===== src/rtl/writeback_register_file.sv =====
// Integer register file x0-x31 with writeback source select and a one-entry load-pending stage.
// Optional macro WRITEBACK_BYPASS_EN forwards same-cycle write data to the read ports.
module writeback_register_file #(
  parameter int unsigned RESET_CLEARS_REGS = 1
) (
  input  logic        clock,
  input  logic        reset,
  input  logic        writebackValid,
  output logic        writebackReady,
  input  logic [1:0]  writebackSource,
  input  logic [4:0]  rdAddress,
  input  logic [31:0] immediateFormerOutput,
  input  logic [31:0] aluOutput,
  input  logic [31:0] memoryLoadData,
  input  logic [4:0]  rs1Address,
  input  logic [4:0]  rs2Address,
  output logic [31:0] rs1Data,
  output logic [31:0] rs2Data,
  output logic [31:0] writesRetired
);

  localparam int unsigned XLEN  = 32;
  localparam int unsigned AW    = 5;
  localparam int unsigned NREGS = 32;

  localparam logic [1:0] SRC_IMM  = 2'b01;
  localparam logic [1:0] SRC_ALU  = 2'b10;
  localparam logic [1:0] SRC_LOAD = 2'b11;

  typedef enum logic {
    IDLE         = 1'b0,
    LOAD_PENDING = 1'b1
  } state_e;

  state_e          state_q, state_d;
  logic [AW-1:0]   pend_rd_q, pend_rd_d;
  logic [XLEN-1:0] retired_q;
  logic            ready_q;
  logic [XLEN-1:0] regs_q [NREGS];

  logic            wr_en;
  logic [AW-1:0]   wr_addr;
  logic [XLEN-1:0] wr_data;

  // Next-state and write-port selection; x0 writes are suppressed here
  always_comb begin
    state_d   = state_q;
    pend_rd_d = pend_rd_q;
    wr_en     = 1'b0;
    wr_addr   = rdAddress;
    wr_data   = aluOutput;
    unique case (state_q)
      IDLE: begin
        if (writebackValid) begin
          unique case (writebackSource)
            SRC_IMM: begin
              wr_en   = (rdAddress != '0);
              wr_data = immediateFormerOutput;
            end
            SRC_ALU: begin
              wr_en   = (rdAddress != '0);
              wr_data = aluOutput;
            end
            SRC_LOAD: begin
              pend_rd_d = rdAddress;
              state_d   = LOAD_PENDING;
            end
            default: ;
          endcase
        end
      end
      LOAD_PENDING: begin
        wr_en   = (pend_rd_q != '0);
        wr_addr = pend_rd_q;
        wr_data = memoryLoadData;
        state_d = IDLE;
      end
      default: state_d = IDLE;
    endcase
  end

  always_ff @(posedge clock) begin
    if (reset) begin
      state_q   <= IDLE;
      pend_rd_q <= '0;
      ready_q   <= 1'b1;
    end else begin
      state_q   <= state_d;
      pend_rd_q <= pend_rd_d;
      ready_q   <= (state_d == IDLE);
    end
  end

  // Counter only moves on a committed write, so it holds otherwise
  always_ff @(posedge clock) begin
    if (reset) begin
      retired_q <= '0;
    end else if (wr_en) begin
      retired_q <= retired_q + XLEN'(1);
    end
  end

  always_ff @(posedge clock) begin
    if (reset) begin
      if (RESET_CLEARS_REGS != 0) begin
        for (int i = 0; i < int'(NREGS); i++) begin
          regs_q[i] <= '0;
        end
      end
    end else if (wr_en) begin
      regs_q[wr_addr] <= wr_data;
    end
  end

  always_comb begin
    rs1Data = (rs1Address == '0) ? '0 : regs_q[rs1Address];
    rs2Data = (rs2Address == '0) ? '0 : regs_q[rs2Address];
`ifdef WRITEBACK_BYPASS_EN
    // wr_en already excludes x0, so a match implies a nonzero address
    if (!reset && wr_en && (wr_addr == rs1Address)) rs1Data = wr_data;
    if (!reset && wr_en && (wr_addr == rs2Address)) rs2Data = wr_data;
`endif
  end

  assign writebackReady = ready_q;
  assign writesRetired  = retired_q;

endmodule


===== config.mk =====
export PLATFORM = sky130hd
export DESIGN_NAME = writeback_register_file
export DESIGN_NICKNAME = d
export VERILOG_FILES = /design/src/rtl/writeback_register_file.sv
export SDC_FILE = /design/constraint.sdc
export NUM_CORES = 2
export LEC_CHECK = 0
export BUFFER_PORTS_ARGS = -buffer_cell sky130_fd_sc_hd__buf_2
export CAP_MARGIN = 20
export CORE_MARGIN = 3
export CORE_UTILIZATION = 55
export CTS_BUF_LIST = sky130_fd_sc_hd__clkbuf_4
export CTS_CLUSTER_DIAMETER = 50
export CTS_CLUSTER_SIZE = 25
export DETAILED_ROUTE_END_ITERATION = 8
export PLACE_DENSITY_LB_ADDON = 0.05
export SYNTH_ARGS = -nofsm -noshare
export SYNTH_HDL_FRONTEND = slang
export SYNTH_SLANG_ARGS = --single-unit

===== constraint.sdc =====
create_clock -name clock -period 6 [get_ports clock]
set_clock_uncertainty 0.05 [all_clocks]
set_input_delay 1.2 -clock clock [delete_from_list [all_inputs] [get_ports clock]]
set_output_delay 1.2 -clock clock [all_outputs]
set_load 0.03 [all_outputs]

Word-level counts from Yosys, hierarchy flattened
Memory sizes are Yosys's and may differ from the RTL's.
Cells that the tools add are included.
{"block": "classes", "n_addsub": 1, "n_eq_ne": 3, "muxes": 20, "n_bitwise": 2, "reduce_logical": 7}
{"op": "32-bit 2-to-1 mux", "n": 5}
{"op": "32-bit one-hot mux with 2 select lines", "n": 1}
{"op": "32-bit by 1-bit adder with 32-bit output, second input constant", "n": 1}
{"op": "32-bit OR reduction", "n": 1}
{"op": "5-bit zero test", "n": 2}
{"op": "1-bit 2-to-1 mux", "n": 10}
{"op": "5-bit 2-to-1 mux", "n": 2}
{"op": "5-bit nonzero test", "n": 2}
{"op": "2-bit == test, second input constant", "n": 2}
{"op": "1-bit one-hot mux with 2 select lines", "n": 2}
{"op": "3-bit AND reduction", "n": 1}
{"op": "2-bit by 1-bit == test with 1-bit output, second input constant", "n": 1}
{"op": "1-bit NOT", "n": 2}
{"op": "2-bit OR reduction", "n": 1}
{"block": "word_totals", "register_bits": 39, "ram_bits": 1024, "input_bits": 116, "wordCells": 38, "memories": 1}
{"name": "regs_q", "depth": 32, "word_bits": 32, "rd": 2, "rd_clocked_by_memory_dff": 0, "write_ports": 32, "line": "39", "text": "logic [XLEN-1:0] regs_q [NREGS];"}

Depth between registers and ports, before layout
{"block": "logic_depth", "word_depth": 10, "ltp_mapped": 11, "depth_no_buf": 7}

Least setup slack after synthesis
No wires, ideal clock.
{"block": "synth_timing", "path_kind": "input -> output", "startpoint": "in rs1Address[1]", "endpoint": "out rs1Data[2]", "arrival_ps": 2983, "slack_ps": 1767, "cell_stages": 8, "n_path_buf": 4, "cell_sequence": "buf_2 buf_2 buf_2 buf_2 mux4_2 mux2_2 o21ai_0 a31oi_1"}
{"block": "synth_between", "elab_chain_cells": 2, "elab_cells_between_ends": 3}
{"item": "from (decl)", "line": "15", "text": "input logic [4:0] rs1Address,"}
{"item": "memory read 32 x 32 bit / 5-bit zero test (equally long branches)"}
{"item": "32-bit 2-to-1 mux (*)", "line": "116", "text": "rs1Data = (rs1Address == '0) ? '0 : regs_q[rs1Address];"}
{"item": "to (decl)", "line": "17", "text": "output logic [31:0] rs1Data,"}
Every way passes the cells marked *; elsewhere a longest branch is shown, timed or not.

Worst setup path after layout
{"block": "layout_timing", "startpoint": "in rs1Address[0]", "endpoint": "out rs1Data[12]"}
Same word-level chain as after synthesis.

==> reports/summary.txt <==
STATUS
-------------------------------------------------------------------------------------------------
Status .............................................................................    completed

HOLD PATH
-------------------------------------------------------------------------------------------------
Worst hold-check path type ......................................................... input pin to register

GRT
-------------------------------------------------------------------------------------------------
Total routing resource utilization after global routing ............................        36.0%
Initial antenna violation count ....................................................            9
Wire length of the first global-routing pass ....................................... 270000 microns
Sum of overflow across all layers after global routing .............................            0
Via count of the first global-routing pass .........................................        38.2k
Largest net degree at the start of global routing ..................................           94

CLOCK NETWORK
-------------------------------------------------------------------------------------------------
TritonCTS clock tree ...............................................................          yes
Root buffer cell ................................................................... sky130_fd_sc_hd__clkbuf_4
H-tree Lvls ........................................................................            4
Source-to-sink clock delay at the later pin of the worst-skew pair .................      1.13 ns
Number of clock sinks ..............................................................         1063
Count of cells resized by post-cts repair ..........................................            0
Clk pin slew, worst setup/hold paths ...............................................      0.13 ns
Maximum clock path buffer count ....................................................            3
Buffer count from post-CTS setup fixing ............................................            0
Total CTS buffers ..................................................................          131
Cts hold-fix bufs ..................................................................            0

CRITICAL PATH
-------------------------------------------------------------------------------------------------
Cell type group with the largest total delay on the critical path .................. compound AO/OA/AOI/OAI gates
Cell depth of the worst setup path .................................................            7
WP data arrival ....................................................................      4.13 ns
Critical path class ................................................................ input pin to primary output
Number of cells on the worst reg-to-reg path .......................................            8
Data required time at the worst endpoint ...........................................      4.75 ns
Worst setup slack for register-to-register paths ...................................      2.02 ns
R2r endpoint ....................................................................... regs_q[24][18]
Longest individual stage delay on the worst path ...................................      0.92 ns
Startpoint kind of the worst setup timing path .....................................    input pin
Crit path launch ................................................................... rs1Address[0]
Cell breakdown of the critical path ................................................ buf_8 -> nor4_2 -> buf_4 -> a21oi_1 -> o21ai_0 -> a31oi_1 -> buf_2
Setup crit end kind ................................................................ primary output
Largest fanout on the critical path ................................................           69
Worst setup path end ...............................................................  rs1Data[12]
Worst reg2reg startpoint ...........................................................      state_q
Slowest stage cell on the critical path ............................................ sky130_fd_sc_hd__a31oi_1
Buffers and inverters on the worst path ............................................            3

SYNTH
-------------------------------------------------------------------------------------------------
Library cell with the largest summed area after synthesis .......................... sky130_fd_sc_hd__edfxtp_1
Synthesis-stage register bit count .................................................         1063
Cell with the most instances after synthesis ....................................... sky130_fd_sc_hd__nor2_1
Sequential element share of the synthesized area ...................................        56.4%
Synth top area share ...............................................................        55.1%
Yosys warning total ................................................................            0
List of most frequent post-synthesis cells ......................................... sky130_fd_sc_hd__nor2_1 (1057), sky130_fd_sc_hd__edfxtp_1 (1024), sky130_fd_sc_hd__mux4_2 (512)
Top cells by area in the synthesized netlist ....................................... sky130_fd_sc_hd__edfxtp_1 (55%), sky130_fd_sc_hd__mux4_2 (21%), sky130_fd_sc_hd__nor2_1 (7.1%)
Ys flop type ....................................................................... sky130_fd_sc_hd__edfxtp_1
Post-synthesis instance area .......................................................  55900 sq um
Number of distinct library cell variants in the gate-level netlist after synthesis .           50
Post-synthesis async set-or-reset flop share .......................................           0%
Syn_area_per_cell ..................................................................   13.9 sq um
Number of flops mapped to enable cells by yosys ....................................         1024
Post-synthesis cell count ..........................................................         4026

DETAILED ROUTING
-------------------------------------------------------------------------------------------------
Post-Route WL ...................................................................... 191000 microns
1st-pass router iterations .........................................................            6
Routed via count ...................................................................        38.7k
Mean number of vias per cell .......................................................         6.76
Average routed wire per standard cell .............................................. 33.3 microns
DR DRC count .......................................................................            0
Number of nets with antenna violations after detailed routing ......................            0
Number of design-rule violations left by the first detailed-router iteration .......         5620

POWER
-------------------------------------------------------------------------------------------------
Maximum vdd drop ...................................................................       192 uV
Static leakage .....................................................................      20.5 nW
Power density of the placed cells ..................................................  259 nW/um^2
Total Power Consumption ............................................................      15.8 mW

TIMING
-------------------------------------------------------------------------------------------------
Final number of setup-violating endpoints ..........................................            0
Max-slew violation count ...........................................................            0
Unrepaired setup endpoints after global routing ....................................        false
Slew of the pin with the lowest slew margin ........................................      1.14 ns
Achievable Freq ....................................................................      186 MHz
Total negative setup slack .........................................................         0 ns
Post-route clock period utilization ................................................        89.6%
Min cycle time layout ..............................................................      5.38 ns
Count of endpoints failing hold in the final timing report .........................            0
Tightest slew margin relative to the limit .........................................        23.5%

DIE
-------------------------------------------------------------------------------------------------
Die boundary height ................................................................  325 microns
Boundary pin count .................................................................          213
Die Area ........................................................................... 105000 sq um
Initial core utilization ...........................................................        55.6%
X dimension of the die .............................................................  325 microns
Core outline area .................................................................. 100000 sq um
Number of cell rows ................................................................          116

FINISH
-------------------------------------------------------------------------------------------------
Number of nets in the final layout .................................................         4382
Post-route design area .............................................................  61200 sq um
Share of the core filled with cells in the final layout ............................        60.9%
Share of layout cells above drive strength 1 .......................................        30.9%
Synth-to-layout area growth ........................................................        9.54%

JOB
-------------------------------------------------------------------------------------------------
Number of max-cap violations .......................................................            0

PLACEMENT
-------------------------------------------------------------------------------------------------
Final HPWL from detailed placement ................................................. 124000 microns
Global placement routability congestion ............................................        0.896
Area after DPL .....................................................................  59100 sq um
Port-buffer cells ..................................................................          212

-- logic make-up after synthesis --
logic type,synth area share (%)
other cells,0.00671
buf+inv,3.83
flops,56.4
fa+ha+maj,0.0672
simple gates,10.1
compound gates,4.00
mux,25.1
xor+xnor,0.470
-- cells in the final DEF, fill, tap and decap left out, drive strengths merged, types with 55 or more instances in the layout --
cell	n
a21oi	89
a31oi	55
buf	421
clkbuf	150
edfxtp	1024
mux2	114
mux2i	119
mux4	512
nand2	346
nor2	1058
o21ai	99
-- final cells by class --
cell class / count / area [sq um]
diodes: 7 / 17.5
clock buffers: 149 / 1120
clock inverters: 86 / 962
fillers: 8009 / 39300
inverters: 13 / 48.8
multi-input cells: 2632 / 22500
flip-flops and latches: 1063 / 31500
well taps: 1357 / 1700
repair buffers: 422 / 3290
-- worst register-to-register path, cell delays in order (launching register included) --
cell                       delay (ns)
sky130_fd_sc_hd__dfxtp_2         0.46
sky130_fd_sc_hd__buf_4           0.39
sky130_fd_sc_hd__nor3b_2         0.36
sky130_fd_sc_hd__o21ai_1         0.13
sky130_fd_sc_hd__and2_1          0.29
sky130_fd_sc_hd__nor3_1          0.62
sky130_fd_sc_hd__clkbuf_2        0.31
sky130_fd_sc_hd__a21o_2          0.64
sky130_fd_sc_hd__buf_4           0.39
-- metal layers --
metal	share of wire (%)	vias up	track usage (%)
met5	0.014	-	0
met1	35	19700	47.0
met4	4.9	4	15.4
met3	13	450	10.2
li1	-	15800	-
met2	47	2721	57.0
-- worst min-delay path by stage --
stage                                 from               end  slack, ns  depth (start not counted)
final                         rdAddress[2]      pend_rd_q[2]       0.32                          3
after detailed placement  writesRetired[6]  writesRetired[6]       0.48                          2
after global placement    writesRetired[6]  writesRetired[6]       0.47                          2
after floorplan               pend_rd_q[4]      pend_rd_q[4]       0.47                          2
after global routing          rdAddress[4]      pend_rd_q[4]       0.29                          3
after CTS                     rdAddress[4]      pend_rd_q[4]       0.24                          3
-- power breakdown --
part	switching, mW	internal (mW)
Sequential	0.150	8.40
Combinational	1.55	0.908
Clock	2.85	1.98
-- stage by stage --
stage	instances	hold WS, ns	setup WS [ns]
global placement	5485	0.475	0.569
CTS	5720	0.237	0.563
detailed placement	5485	0.478	0.571
floorplan	4057	0.473	1.77
global route	5729	0.293	0.601
finish	5729	0.319	0.625
-- registers in the layout, summed over array words and instances, names as in the netlist --
| register | count |
|---|---|
| regs_q | 1024 |
| writebackReady | 1 |
| state_q | 1 |
| pend_rd_q | 5 |
| writesRetired | 32 |
Power figures use the tool's default switching activity.
